**config.mk**
```make
export PLATFORM = sky130hd
export DESIGN_NAME = uart_tx_sched
export DESIGN_NICKNAME = d
export VERILOG_FILES = /design/src/rtl/uart_pkg.sv /design/src/rtl/uart_tx_sched_rr_arbiter.sv /design/src/rtl/uart_tx_sched.sv
export SDC_FILE = /design/constraint.sdc
export NUM_CORES = 1
export LEC_CHECK = 0
export CORE_MARGIN = 2
export CORE_UTILIZATION = 30
export CTS_CLUSTER_DIAMETER = 80
export DETAILED_ROUTE_END_ITERATION = 10
export PLACE_DENSITY = 0.73
export SYNTH_ARGS = -nofsm -noshare
export SYNTH_HDL_FRONTEND = slang
export SYNTH_HIERARCHICAL = 1
export SYNTH_SLANG_ARGS = --single-unit
```
**constraint.sdc**
```tcl
create_clock -name clk -period 11.9 [get_ports clk]
set_input_delay 2.975 -clock clk [delete_from_list [all_inputs] [get_ports clk]]
set_output_delay 2.975 -clock clk [all_outputs]
set_load 0.03 [all_outputs]
```
**src/rtl/uart_pkg.sv**
```systemverilog
// Shared uart register map, bit positions and scheduler state encoding.
package uart_pkg;

    localparam logic [3:0] ADDR_DR    = 4'd0;
    localparam logic [3:0] ADDR_CTRL  = 4'd1;
    localparam logic [3:0] ADDR_RSTAT = 4'd2;
    localparam logic [3:0] ADDR_TSTAT = 4'd3;
    localparam logic [3:0] ADDR_CPB   = 4'd4;
    localparam logic [3:0] ADDR_QUEUE = 4'd5;

    localparam int TC_BIT    = 0;
    localparam int RX_EN_BIT = 0;
    localparam int TX_EN_BIT = 1;

    typedef enum logic [2:0] {
        S_INIT_CPB,
        S_INIT_CTRL,
        S_IDLE,
        S_POLL,
        S_WRITE,
        S_SETTLE
    } sched_state_t;

endpackage

```
**src/rtl/uart_tx_sched_rr_arbiter.sv**
```systemverilog
// Combinational round-robin arbiter: first requester at or after ptr wins.
module rr_arbiter #(
    parameter int N = 4
) (
    input  logic [N-1:0]         req,
    input  logic [$clog2(N)-1:0] ptr,
    output logic [N-1:0]         grant,
    output logic [$clog2(N)-1:0] grant_idx
);

    localparam int PW = $clog2(N);

    always_comb begin
        logic found;
        found     = 1'b0;
        grant     = '0;
        grant_idx = '0;
        for (int k = 0; k < N; k++) begin
            int j;
            j = int'(ptr) + k;
            if (j >= N) j = j - N;
            if (!found && req[j]) begin
                found     = 1'b1;
                grant[j]  = 1'b1;
                grant_idx = PW'(j);
            end
        end
    end

endmodule

```
**src/rtl/uart_tx_sched.sv**
```systemverilog
// Shares one uart transmitter between N byte producers via round-robin.
// Optional TSTAT poll watchdog: define UART_SCHED_WATCHDOG_EN.
module uart_tx_sched
    import uart_pkg::*;
#(
    parameter int N         = 4,
    parameter int WIDTH     = 32,
    parameter int CPB_INIT  = 217,
    parameter int CTRL_INIT = 3,
    parameter int SETTLE    = 2,
    parameter int TIMEOUT   = 65535
) (
    input  logic             clk,
    input  logic             reset,
    input  logic [N-1:0]     req,
    input  logic [8*N-1:0]   req_data,
    output logic [N-1:0]     ack,
    output logic             busy,
    output logic             m_cs,
    output logic             m_wen,
    output logic [3:0]       m_addr,
    output logic [WIDTH-1:0] m_din,
    input  logic [WIDTH-1:0] m_dout,
    output logic             wd_err
);

    localparam int PW = $clog2(N);

    sched_state_t     state, state_n;
    logic [PW-1:0]    ptr, ptr_n;
    logic [3:0]       cnt, cnt_n;
    logic [N-1:0]     grant;
    logic [PW-1:0]    widx;
    logic [7:0]       wbyte;
    logic             tc;
    logic             cs, wen;
    logic [3:0]       addr;
    logic [WIDTH-1:0] din;
    logic [N-1:0]     ack_c;
    logic             unused_dout;

    assign tc          = m_dout[TC_BIT];
    assign unused_dout = ^m_dout[WIDTH-1:1];
    assign wbyte       = req_data[widx*8 +: 8];

    rr_arbiter #(.N(N)) u_arb (
        .req       (req),
        .ptr       (ptr),
        .grant     (grant),
        .grant_idx (widx)
    );

`ifdef UART_SCHED_WATCHDOG_EN
    logic [15:0] wd_cnt, wd_cnt_n;
    logic        wd_q, wd_set;

    always_ff @(posedge clk) begin
        if (reset) begin
            wd_cnt <= '0;
            wd_q   <= 1'b0;
        end else begin
            wd_cnt <= wd_cnt_n;
            if (wd_set) wd_q <= 1'b1;
        end
    end

    assign wd_err = wd_q;
`else
    logic [15:0] unused_timeout;
    assign unused_timeout = 16'(TIMEOUT);
    assign wd_err         = 1'b0;
`endif

    always_ff @(posedge clk) begin
        if (reset) begin
            state <= S_INIT_CPB;
            ptr   <= '0;
            cnt   <= '0;
        end else begin
            state <= state_n;
            ptr   <= ptr_n;
            cnt   <= cnt_n;
        end
    end

    always_comb begin
        state_n = state;
        ptr_n   = ptr;
        cnt_n   = cnt;
        cs      = 1'b0;
        wen     = 1'b0;
        addr    = '0;
        din     = '0;
        ack_c   = '0;
`ifdef UART_SCHED_WATCHDOG_EN
        wd_cnt_n = wd_cnt;
        wd_set   = 1'b0;
`endif
        unique case (state)
            S_INIT_CPB: begin
                cs      = 1'b1;
                wen     = 1'b1;
                addr    = ADDR_CPB;
                din     = WIDTH'(CPB_INIT);
                state_n = S_INIT_CTRL;
            end
            S_INIT_CTRL: begin
                cs      = 1'b1;
                wen     = 1'b1;
                addr    = ADDR_CTRL;
                din     = WIDTH'(CTRL_INIT);
                state_n = S_IDLE;
            end
            S_IDLE: begin
                if (|req) state_n = S_POLL;
`ifdef UART_SCHED_WATCHDOG_EN
                wd_cnt_n = '0;
`endif
            end
            S_POLL: begin
                cs   = 1'b1;
                addr = ADDR_TSTAT;
                if (tc) begin
                    state_n = S_WRITE;
                end
`ifdef UART_SCHED_WATCHDOG_EN
                else if (wd_cnt == 16'(TIMEOUT - 1)) begin
                    wd_set  = 1'b1;
                    state_n = S_INIT_CPB;
                end else begin
                    wd_cnt_n = wd_cnt + 16'd1;
                end
`endif
            end
            S_WRITE: begin
                if (|req) begin
                    cs      = 1'b1;
                    wen     = 1'b1;
                    addr    = ADDR_DR;
                    din     = {{(WIDTH-8){1'b0}}, wbyte};
                    ack_c   = grant;
                    ptr_n   = (widx == PW'(N-1)) ? '0 : widx + 1'b1;
                    cnt_n   = 4'(SETTLE - 1);
                    state_n = S_SETTLE;
                end else begin
                    state_n = S_IDLE;
                end
            end
            S_SETTLE: begin
                if (cnt == 4'd0) state_n = S_IDLE;
                else             cnt_n   = cnt - 4'd1;
            end
            default: state_n = S_INIT_CPB;
        endcase
    end

    // An edge that takes reset must not see a bus write or ack this cycle.
    assign busy   = (state != S_IDLE);
    assign m_cs   = cs & ~reset;
    assign m_wen  = wen & ~reset;
    assign m_addr = reset ? 4'd0 : addr;
    assign m_din  = reset ? '0 : din;
    assign ack    = reset ? '0 : ack_c;

endmodule
```
# Yosys cells after proc, flatten, opt, wreduce, memory -nomap -nowiden
# Index checks and enable logic that the tools add are counted.
op_classes:
  add_sub_neg: 9
  order_cmp: 12
  eq_ne: 12
  shift: 1
  muxes: 55
  bitwise: 6
  n_reduce_logical: 19
op_table:
  columns: ["cell", "count"]
  rows:
  - ["2-to-1 mux 32 bit", 5]
  - ["greater-or-equal comparator 32 x 1 -> 1 bit (second input constant)", 4]
  - ["< comparator 32 x 4 -> 1 bit (second input constant)", 4]
  - ["greater-or-equal comparator 32 x 4 -> 1 bit (second input constant)", 3]
  - ["subtractor 32 x 4 -> 32 bit (second input constant)", 3]
  - ["2-to-1 mux 4 bit", 10]
  - ["indexed part select 32 x 6 -> 8 bit", 1]
  - ["case mux 8 bit (3 select lines)", 1]
  - ["case mux 3 bit (6 select lines)", 1]
  - ["2-to-1 mux 1 bit", 16]
  - ["2-to-1 mux 3 bit", 4]
  - ["OR 4 bit", 3]
  - ["2-to-1 mux 2 bit", 5]
  - ["!= test 2 bit (second input constant)", 5]
  - ["case mux 3 bit (3 select lines)", 1]
  - ["binary-select mux 1 bit (select 2 bit)", 4]
  - ["demux 1 bit (select 2 bit)", 4]
  - ["2-to-1 mux 8 bit", 1]
  - ["case mux 4 bit (2 select lines)", 1]
  - ["logical AND 1 bit", 7]
  - ["adder 2 x 2 -> 3 bit (second input constant)", 2]
  - ["== test 3 x 2 -> 1 bit (second input constant)", 2]
  - ["== test 3 bit (second input constant)", 2]
  - ["AND reduction 3 bit", 2]
  - ["19 further kinds", 23]
word_totals:
  ff_bits: 9
  in_bits: 70
  output_inout_bits: 44
  wordCells: 117

# Logic depth before layout (Yosys ltp)
# Gate-level depths: netlist (run 1).
logic_depth:
  word_depth: 19
  depth_mapped: 11
  depth_no_buf: 10

# By module
# Netlist (run 1), hierarchy kept.
by_module_without_submodules:
  columns: ["mod", "n_inst", "cells_each", "area_per_inst_um2", "seq_area_each_um2"]
  rows:
  - ["uart_tx_sched", 1, 120, 1059.8, 180.2]
  - ["rr_arbiter", 1, 49, 456.7, 0.0]

# Least setup slack after synthesis (run 1)
# No wires, ideal clock.
synth_path:
  path_kind: "input to output"
  startpoint: "in req[2]"
  endpoint: "out m_din[0]"
  arrival_time_ns: 5.074
  required_ns: 8.925
  setup_slack_ns: 3.851
  cell_stages: 8
  n_path_buf: 1
  cell_sequence: "mux4_2 -> nor2b_4 -> o21ai_1 -> and3_1 -> o22ai_1 -> clkbuf_1 -> mux4_2 -> a31o_2"
synth_via:
  elab_chain_len: 17
  elab_cells_between_ends: 30
  cone_classes: "shift: 1; mux: 22; reduce/logical: 7"
synth_lines:
  columns: ["item", "line_no", "rtl"]
  rows:
  - ["start, declared", "uart_tx_sched.sv:15", "input logic [N-1:0] req,"]
  - ["binary-select mux 1 bit (select 2 bit)", "uart_tx_sched_rr_arbiter.sv:22", "if (!found && req[j]) begin"]
  - ["2-to-1 mux 1 bit (implied by the code) (2 in a row)", "uart_tx_sched_rr_arbiter.sv:22", null]
  - ["2-to-1 mux 1 bit", "uart_tx_sched_rr_arbiter.sv:22", null]
  - ["zero test 1 bit", "uart_tx_sched_rr_arbiter.sv:22", null]
  - ["logical AND 1 bit", "uart_tx_sched_rr_arbiter.sv:22", null]
  - ["2-to-1 mux 1 bit", "uart_tx_sched_rr_arbiter.sv:22", null]
  - ["zero test 1 bit", "uart_tx_sched_rr_arbiter.sv:22", null]
  - ["logical AND 1 bit", "uart_tx_sched_rr_arbiter.sv:22", null]
  - ["2-to-1 mux 1 bit", "uart_tx_sched_rr_arbiter.sv:22", null]
  - ["zero test 1 bit", "uart_tx_sched_rr_arbiter.sv:22", null]
  - ["logical AND 1 bit", "uart_tx_sched_rr_arbiter.sv:22", null]
  - ["2-to-1 mux 2 bit *", "uart_tx_sched_rr_arbiter.sv:22", null]
  - ["via widx[1]", "uart_tx_sched.sv:33", "logic [PW-1:0] widx;"]
  - ["indexed part select 32 x 6 -> 8 bit *", "uart_tx_sched.sv:44", "assign wbyte = req_data[widx*8 +: 8];"]
  - ["2-to-1 mux 8 bit *", "uart_tx_sched.sv:136", "if (|req) begin"]
  - ["case mux 8 bit (3 select lines) *", "uart_tx_sched.sv:99", "unique case (state)"]
  - ["2-to-1 mux 32 bit *", "uart_tx_sched.sv:162", "assign m_din = reset ? '0 : din;"]
  - ["end, declared", "uart_tx_sched.sv:22", "output logic [WIDTH-1:0] m_din,"]
# Mark *: on every way through the listed nets, which the timed path passes. The rest lies on a longest branch. The select of a mux whose other input is x is not followed.

# Worst setup path in the final report (run 1)
layout_path:
  startpoint: "in req[3]"
  endpoint: "out m_din[0]"
# The elaborated chain is that of the path after synthesis.

==> results.txt, run 1 <==
- The total area inside the core boundary comes to 0.00479 mm².
* Count of buffers added by post-CTS timing repair for setup: 0
- Number of core rows: 25
- GR Util All Layers: 12.3%
- Layout-stage area growth over the synthesis result: 36.1%
- The initial antenna violation count was 0.
- CTS H-Tree Depth: 1
* Register bit count reported by yosys: 9
- Data arrival time of the worst path: 6620 ps
- Of all flip-flops after synthesis, the portion carrying an async set or reset was 0%.
- Vias in the first global route: between 1,000 and 1,500
- Top area cells in the synthesized netlist: mux4_2 (16%), buf_4 (14%), dfxtp_1 (12%)
- Counting every sink on the clock net gives 9.
- Setup violations remaining at the end of the flow were counted as 0.
* Total clock buffers created by CTS: 3
- The tree is rooted in a clkbuf_8.
- Setup tns final: 0 ps
* Highest ir drop seen on vdd: 0.0405 mV
* Min Tclk post-route: 9600 ps
- Static power due to leakage: ~0.00080 µW
* Largest net degree at the start of global routing: 18
- I/O Pins: ~110
* Crit path launch type: primary input
- Final Net Count: 301
- The HPWL after detailed placement is 2780 µm.
- No sink is reached through more buffers than the 2 on the longest clock path.
* Average cell area after synthesis: 8.97 µm²
- Cell taking the most area after synthesis: mux4_2
* Number of warnings reported in the yosys synthesis log: 6
- Status: finished, final reports clean
* Number of max-slew violations in the final report: 0
- Top flip-flop cell by instance count after synthesis: dfxtp_1
- The tightest min-delay check is of the flop to flop type.
* Maximum clock skew at final layout: 1.73 ps
- The synthesized netlist devotes 21.5% of its cell area to compound gates.
* Setup repair after global routing missed its margin: false
- The first detailed-routing pass ran for 4 iterations.
- Worst Path Required: 8930 ps
- Horizontal die dimension: approximately 75 µm
- Simple logic cell fraction of the synthesized area: 19.8%
- Count of mapped cells out of synthesis: roughly 170
- After detailed routing, the number of vias per cell comes to roughly 4.8.
- Multiplexer share of the synthesized area: 19.4%
- Largest family of logic cells by synthesized area: compound AO/OA/AOI/OAI gates
* DR iter-0 viols: 52
- STA classifies the critical path endpoint as an output pin.
* Antenna diodes: 0
* Effective utilization at floorplan: 31.7%
- The share of the Yosys chip area taken by registers is 11.9%.
- For this design the ratio of total power to cell area is 66.3 mW/mm².
- Wire length of the first global-routing pass: about 5500 µm
- Latest clock arrival within the worst-skew pair: ~230 ps
- Number of gates resized after cts: 0
- Synthesis instantiated 54 different standard cells from the library.
* Average routed wire per standard cell: 12.3 µm
* Final clock period utilization by the worst path: 80.7%
- Placer's final routability congestion estimate: 0.840
- The count of nets left with antenna violations once routing finished came out at 0.
- After layout, the design draws a total of 137 µW.
* Max frequency: around 0.10 GHz
- In the final layout, the share of cells above drive strength 1 is 13.2%.
- Of all nets on the critical path, the largest fanout is 9.
* Max_cap viols: 0
- Worst slew margin: 28.7%
* Count of hold buffers inserted by post-cts repair: 0
- Transition time at the pin with the least slew margin: 1060 ps
- The synthesized netlist occupies a cell area of approximately 0.0015 mm².
- Input/output buffers: 56
- Total die area: 0.00564 mm²
- Top-area cell type share of the netlist area: 16.3%
- Die extent in y: approximately 75 µm
* Wire length after detailed routing: 3520 µm
* Total grt overflow: 0
- TritonCTS built the clock tree.
* DRC violations left: 0
* Count of endpoints failing hold in the final timing report: 0
* EDFF count, synth: 0
* Clock-pin transition on the worst setup and hold timing paths: approximately 40 ps
- Summing the areas of all xor and xnor instances in the mapped netlist gives 0% of the synthesized area.
- By startpoint and endpoint, the worst setup path is classified as primary input to output pin.
* Post-synthesis adder-cell area fraction: 8.25%
* Total vias in the final route: 1,382
==> layer usage <==
metal	wire length, µm	global-route usage [%]	share of wire, %	up-vias
li1	-	-	-	693
met3	194	2.01	5.5	3
met4	14	3.37	0.40	0
met5	0	0	0	-
met1	1540	15.7	44	633
met2	1780	21.2	50	53
==> layout make-up <==
class	instances	area (µm²)
clock buffer	4	45.0
inverter	8	30.0
timing repair buffer	58	576
multi-input combinational	141	1150
fill	469	2720
sequential	9	180
tap	67	83.8
==> per-stage QoR <==
| stage | std cells | hold slack (ps) | setup WS, ps | cell area, µm² | util (%) |
|---|---|---|---|---|---|
| 2_1_floorplan | 194 | 462 | 3850 | 1610 | - |
| 3_3_place_gp | 283 | 489 | 2260 | 2020 | 42.2 |
| 3_5_place_dp | 283 | 491 | 2280 | 2020 | 42.2 |
| 4_1_cts | 287 | 497 | 2270 | 2060 | 43.1 |
| 5_1_grt | 287 | 526 | 2150 | 2060 | 43.1 |
| 6_report | 287 | 501 | 2300 | 2060 | 43.1 |
==> sequential cells by signal (all words and copies together), names as in the netlist <==
| name | count |
|---|---|
| cnt | 4 |
| state | 3 |
| ptr | 2 |
==> worst max-delay path, cell delays in order <==
cell and delay (ps):
clkdlybuf4s50_1 520, mux4_2 640, nor2b_4 220, o21ai_1 80, and3_1 190, o22ai_1 720
mux4_2 420, a31o_2 250, clkdlybuf4s50_1 590
==> cell usage after synthesis (all sizes together), types with 2 or more instances <==
master,instances
inv,8
mux2i,2
o21ai,9
and2,8
clkbuf,2
nor3,4
a21o,4
mux4,12
a22oi,8
dfxtp,9
and3,2
a31oi,2
nand2b,2
a22o,2
or4,3
ha,10
a21oi,4
a21boi,2
nor2,9
nor2b,3
nand3b,2
buf,34
or3b,3
o31a,3
nand2,2
==> where the power goes <==
group	internal, µW	total (µW)	leakage (µW)	switching (µW)
Sequential	31.2	33.6	0.0000731	2.40
Combinational	32.2	68.1	0.000705	35.8
Clock	23.3	35.2	0.0000228	11.9
Total	86.7	137	0.000801	50.1
==> path summary, 6_finish.rpt <==
check | start | slack, ps | cells past startpoint | endpoint
worst max-delay path | req[3] | 2300 | 9 | m_din[0]
worst min register to register | cnt[1] | 500 | 2 | cnt[1]
worst min-delay path | cnt[1] | 500 | 2 | cnt[1]
worst max register to register | ptr[0] | 7940 | 10 | ptr[1]
==> logic make-up (layout without fill, tap and decap cells) <==
family                     count (synthesis)  in the layout
other                                      1             26
muxes                                     14             14
DFF                                        9              9
buffers and inverters                     44             70
AOI/OAI and AO/OA                         46             46
and+or+nand+nor                           45             45
adders and majority gates                 10             10
==> cells in the final DEF (no fill, tap or decap), types with 2 or more instances in the layout <==
cell type / instances
dfxtp_1: 9
and2_1: 8
buf_4: 2
a21o_1: 4
or3b_2: 3
conb_1: 26
or4_1: 3
nor2b_1: 2
nand3b_1: 2
o21ai_0: 3
mux2i_1: 2
ha_1: 10
a21boi_0: 2
nor3_1: 3
mux4_2: 11
a22oi_1: 8
nor2_1: 9
a21oi_1: 4
inv_1: 7
nand2_1: 2
o21ai_1: 6
clkdlybuf4s50_1: 56
and3_1: 2
o31a_1: 2
a31oi_1: 2
clkbuf_8: 3
a22o_1: 2
Note: power is estimated with default switching activity, not from simulation.
==> inputs of run 2 (changes only) <==
- clock period: 11.9 -> 9.5 ns (I/O delays scaled with it)
==> results.txt, run 2 (synthesis results as in run 1) <==
- The run finished with clean final reports.
* Wire length after detailed routing: ~3500 µm
* Largest net degree at the start of global routing: 18
* Combinational fraction of design power: 49.3%
- DR iter-0 viols: 28
- In this run, CTS created clock tree buffers numbering 3.
* Power per unit of standard cell area: 83.9 mW/mm²
- Count of endpoints failing hold in the final timing report: 0
- Sequential Power Share: approximately 24%
* Setup repair after global routing missed its margin: false
- Input/output buffers: 56
- Hold_ws: 507 ps
* Antenna diodes: 0
* Commonest cells after routing, fill and taps aside: clkdlybuf4s50_1 (56), conb_1 (26), mux4_2 (11)
- GR Util All Layers: 12.5%
- Layout-stage area growth over the synthesis result: 36.6%
- Number of max-slew violations in the final report: 0
- Internal power comes to 109 µW.
* Total length of routed met2 wires: 1720 µm
- Largest Register: cnt
* Vias in the first global route: roughly 1,200
- Hold Path Class: flop to flop
* Worst Path Required: 7130 ps
- Highest routed metal layer: met4
- The die is about 75 µm tall.
- For this block, the via count after detailed routing is 1,404.
- The worst setup path is of the primary input to output pin kind.
- Setup tns final: 0 ps
- Crit-path max FO: 10
* Cell Count Post-Placement: 284
- For the pin with the worst max-slew slack, the measured transition is 1050 ps.
- Max_cap viols: 0
* I/O Pins: 114
- The congestion estimate from routability-driven global placement came to 0.831.
- Post-Place Setup Slack: 1540 ps
* Effective utilization at floorplan: 31.7%
- Remaining number of nets flagged by the antenna check after routing: 0
* DR pass1 iterations: 4
- Switching portion of total power: 37.2%
- The clock reaches the later pin of the worst-skew pair after 240 ps.
- Final Net Count: 302
* Count of hold buffers inserted by post-cts repair: 0
- The detailed router put a total of 1560 µm of wire on met1.
- Buffers added to address setup during post-CTS repair amount to 0.
* Clock-pin transition on the worst setup and hold timing paths: 40 ps
* Crit path launch type: primary input
* DRC violations left: 0
- Flip-flop count of the largest register, all copies and words added: 4
- Met3 layer wire length in the routed design: roughly 180 µm
- The tree is rooted in a clkbuf_8.
* Wire length of the first global-routing pass: approximately 5500 µm
- Post-route worst setup slack: 1540 ps
- Total grt overflow: 0
* Power consumption: 174 µW
* Largest registers in the final layout: cnt: 4 flops, state: 3 flops, ptr: 2 flops
- Horizontal die dimension: 75.1 µm
- Max frequency: 0.126 GHz
* Antenna violations before repair: 0
- Data arrives at the worst endpoint at 5580 ps.
- CTS H-Tree Depth: 1
- CP endpoint kind: output pin
* Avg Vias per Cell: 4.88
- The clock network accounts for between 20% and 30% of the total power.
- Switching power summed over all nets: around 65 µW
- Average routed wire per standard cell: about 12 µm
- Worst slew margin: approximately 29%
* Min Tclk post-route: approximately 8000 ps
- Core region area: 0.00479 mm²
- Summed over all nets, the half-perimeter wirelength after detailed placement is roughly 2700 µm.
- Total die area: 0.00564 mm²
* Final clock period utilization by the worst path: a little over four fifths
- Row generation in the floorplan step produced 25 rows.
- For the final database, setup skew stands at 2.22 ps.
- The post-route netlist has 13.6% of its cells at a drive strength greater than 1.
* Clock tree sinks: 9
- The finished layout holds 288 standard cells, fillers aside.
* Count of final setup violators: 0
- The library cell used most frequently in the layout, excluding fill and tap cells, is clkdlybuf4s50_1.
- Number of gates resized after cts: 0
* CTS Buffer Depth: 2
* Highest ir drop seen on vdd: ~0.043 mV
* CTS tree: done
* Static power due to leakage: 0.000806 µW
## run 2: final timing paths
check / start / slack, ps / cells past startpoint / endpoint
worst max-delay path: req[3] / 1540 / 9 / m_din[0]
worst min register to register: cnt[1] / 510 / 2 / cnt[1]
worst min-delay path: cnt[1] / 510 / 2 / cnt[1]
worst max register to register: ptr[0] / 6040 / 11 / ptr[1]
## run 2: area by class of cell
class / count / area [µm²]
Multi-Input combinational cell: 141 / 1150
Fill cell: 490 / 2720
Clock buffer: 4 / 45.0
Sequential cell: 9 / 180
Tap cell: 67 / 83.8
Timing Repair Buffer: 59 / 583
Inverter: 8 / 30.0
## run 2: metal layers
| layer | GRT usage (%) | vias to the layer above |
|---|---|---|
| met4 | 5.75 | 0 |
| met5 | 0 | - |
| met2 | 19.3 | 51 |
| met1 | 16.9 | 651 |
| li1 | - | 693 |
| met3 | 2.14 | 9 |
## run 2: power by group through the flow
stage / combinational [µW] / sequential (µW) / clock [µW]
after floorplan: 65.8 / 40.3 / 0
after detailed placement: 85.8 / 42.6 / 0
after global placement: 85.0 / 42.6 / 0
after global routing: 92.1 / 42.3 / 48.7
final: 85.7 / 41.9 / 46.2
after CTS: 86.2 / 41.9 / 47.5
## run 2: worst max-delay path, cell delays in order
cell             delay [ps]
clkdlybuf4s50_1         540
mux4_2                  650
nor2b_4                 220
o21ai_1                  90
o31ai_2                  90
buf_4                   260
mux4_2                  510
a31o_2                  250
clkdlybuf4s50_1         590
## run 2: stage by stage
stage	utilization, %	cell area, µm²
CTS	43.3	2070
global route	43.3	2070
finish	43.3	2070
global placement	42.3	2030
floorplan	-	1610
detailed placement	42.3	2030
==> inputs of run 3 (changes only) <==
- PLACE_DENSITY: 0.73 -> 0.75
- clock period: 9.5 -> 6.5 ns (I/O delays scaled with it)
==> results.txt, run 3 (synthesis results as in run 1) <==
- Latest clock arrival within the worst-skew pair: 230 ps
* DR iter-0 viols: 56
- The congestion estimate from routability-driven global placement came to 0.850.
- Setup total negative slack on the finished layout was measured at 0 ps.
* Average routed wire per standard cell: 12.2 µm
- Antenna violations before repair: 0
- The critical path starts at req[2].
* Worst R2R End: ptr[1]
- In this run the tightest slew margin relative to its limit is approximately 29%.
* Worst r2r path cells: 11
- The number of hold buffers added after CTS was 0.
- STA classifies the critical path endpoint as an output pin.
- The die covers 0.00564 mm².
* DP HPWL: 2960 µm
- Slack of the worst reg-to-reg path: 3080 ps
* Startpoint of the lowest-slack register-to-register path: ptr[0]
- Final clock period utilization by the worst path: 97.6%
* Commonest non-fill, non-tap cell in the layout: clkdlybuf4s50_1
- In this run the power density over the cells is between 100 and 150 mW/mm².
- For this run, the top clock speed supported by timing is 0.158 GHz.
- Remaining number of nets flagged by the antenna check after routing: 0
* Wire length after detailed routing: between 3000 and 4000 µm
- The worst-case IR drop observed on VDD is 0.123 mV.
* Launch instance of the worst min-delay path: cnt[1]
* Flip-flop count of the largest register, all copies and words added: 4
- On the final layout, the worst hold slack is between 400 and 500 ps.
* Crit-path max FO: 9
- The worst setup path is launched from a primary input.
- Effective utilization at floorplan: 31.7%
- The post-route netlist has between 10% and 20% of its cells at a drive strength greater than 1.
* Vias in the first global route: ~1,300
* DR pass1 iterations: 4
- Final cell count without fillers: 296
- The library cells used most frequently in the layout, excluding fill and tap cells, are clkdlybuf4s50_1 (56), conb_1 (26), mux4_2 (11).
- The max-slew violation total from the final report came to 0.
* Avg Vias per Cell: about 4.8
- CTS tree: done
- Max_cap viols: 0
* Largest Register: cnt
- Summing internal, switching and leakage power gives about 260 µW.
* Clock-pin transition on the worst setup and hold timing paths: 50 ps
- Total vias in the final route: 1,424
- Counting along the longest clock path gives a buffer depth of 2.
* Antenna diodes: 0
* GR Util All Layers: 12.6%
- Clock tree synthesis inserted a total of 3 buffers.
* Number of core rows: 25
- In this run the vertical extent of the chip is 75.1 µm.
* Horizontal die dimension: 75.1 µm
- Hold Path Class: flop to flop
- The worst path needs 6340 ps of the cycle, external delays included.
- During I/O placement, the number of pins put on the boundary was 114.
- In this run the static leakage power is 0.000850 µW.
- The flow ran to the end, and the final reports show no timing, DRC or antenna violations.
- Input/output buffers: 56
- The region available for standard cell placement spans 0.00479 mm².
- Crit path kind: primary input to output pin
- Number of gates resized after cts: 0
* Cell Count Post-Placement: between 200 and 300
- For this run, design rule violations remaining after detail routing come to 0.
- The first global-routing pass estimated 5680 µm of wire.
- Placement-stage cell area: 0.00210 mm²
- Counting every sink on the clock net gives 9.
- CTS H-Tree Depth: 1
* Setup repair after global routing missed its margin: false
- Setup violations remaining at the end of the flow were counted as 0.
- Data on the critical path is required at its endpoint by 4880 ps.
* Count of cells along the worst hold path: 2
* Count of buffers added by post-CTS timing repair for setup: 0
- For the pin with the worst max-slew slack, the measured transition is between 1000 and 1500 ps.
- Library cell used as clock root buffer: clkbuf_8
* Final Cell Area: 0.00215 mm²
* Layout-stage area growth over the synthesis result: 41.9%
- Largest registers in the final layout: cnt: 4 flops, state: 3 flops, ptr: 2 flops
* Data arrival time of the worst path: 4720 ps
- Entering global routing, the biggest net connects 18 pins.
* Worst min-delay path endpoint: cnt[1]
- Total grt overflow: 0
- The final layout contains 310 nets.
- Count of endpoints failing hold in the final timing report: 0
- Clock skew on the completed layout was measured at 2.28 ps.
-- run 3: report_power, final --
part	switching, µW	total, µW	leakage (µW)	internal (µW)
clock network	22.2	65.0	0.0000228	42.7
registers	4.30	61.3	0.0000731	57.0
logic	67.5	132	0.000754	64.7
-- run 3: worst max path at each step --
stage / slack, ps / cells after the start / endpoint
3_5_place_dp: 80 / 9 / m_din[4]
3_3_place_gp: 100 / 9 / m_din[7]
6_report: 160 / 11 / m_din[0]
5_1_grt: 10 / 11 / m_din[0]
4_1_cts: 70 / 9 / m_din[4]
2_1_floorplan: 1150 / 8 / m_din[0]
-- run 3: critical path, cell delays in order --
cell and delay [ps]:
clkdlybuf4s50_1 450, buf_4 170, mux4_2 520, nor2b_4 190, o21ai_1 80, and3_1 190, o22ai_1 130, buf_4 210
mux4_2 300, a31o_2 250, clkdlybuf4s50_1 590
-- run 3: final cells by class --
class                   count  area, µm²
inverters                   8       30.0
multi-input cells         141       1160
clock buffers               4       45.0
well taps                  67       83.8
flip-flops and latches      9        180
fillers                   473       2630
repair buffers             67        656
-- run 3: metal layers --
layer	global-route usage, %	up-vias	part of all wire, %
met3	3.08	0	5.2
met5	0	-	0
met4	1.39	0	0
met1	16.5	675	43
li1	-	704	-
met2	21.6	45	51
-- run 3: through the flow --
stage               util, %  worst slack (ps)
floorplan                 -              1150
global placement       43.8              99.2
finish                 45.0               157
CTS                    44.8              69.3
global route           45.0              14.0
detailed placement     43.8              83.4
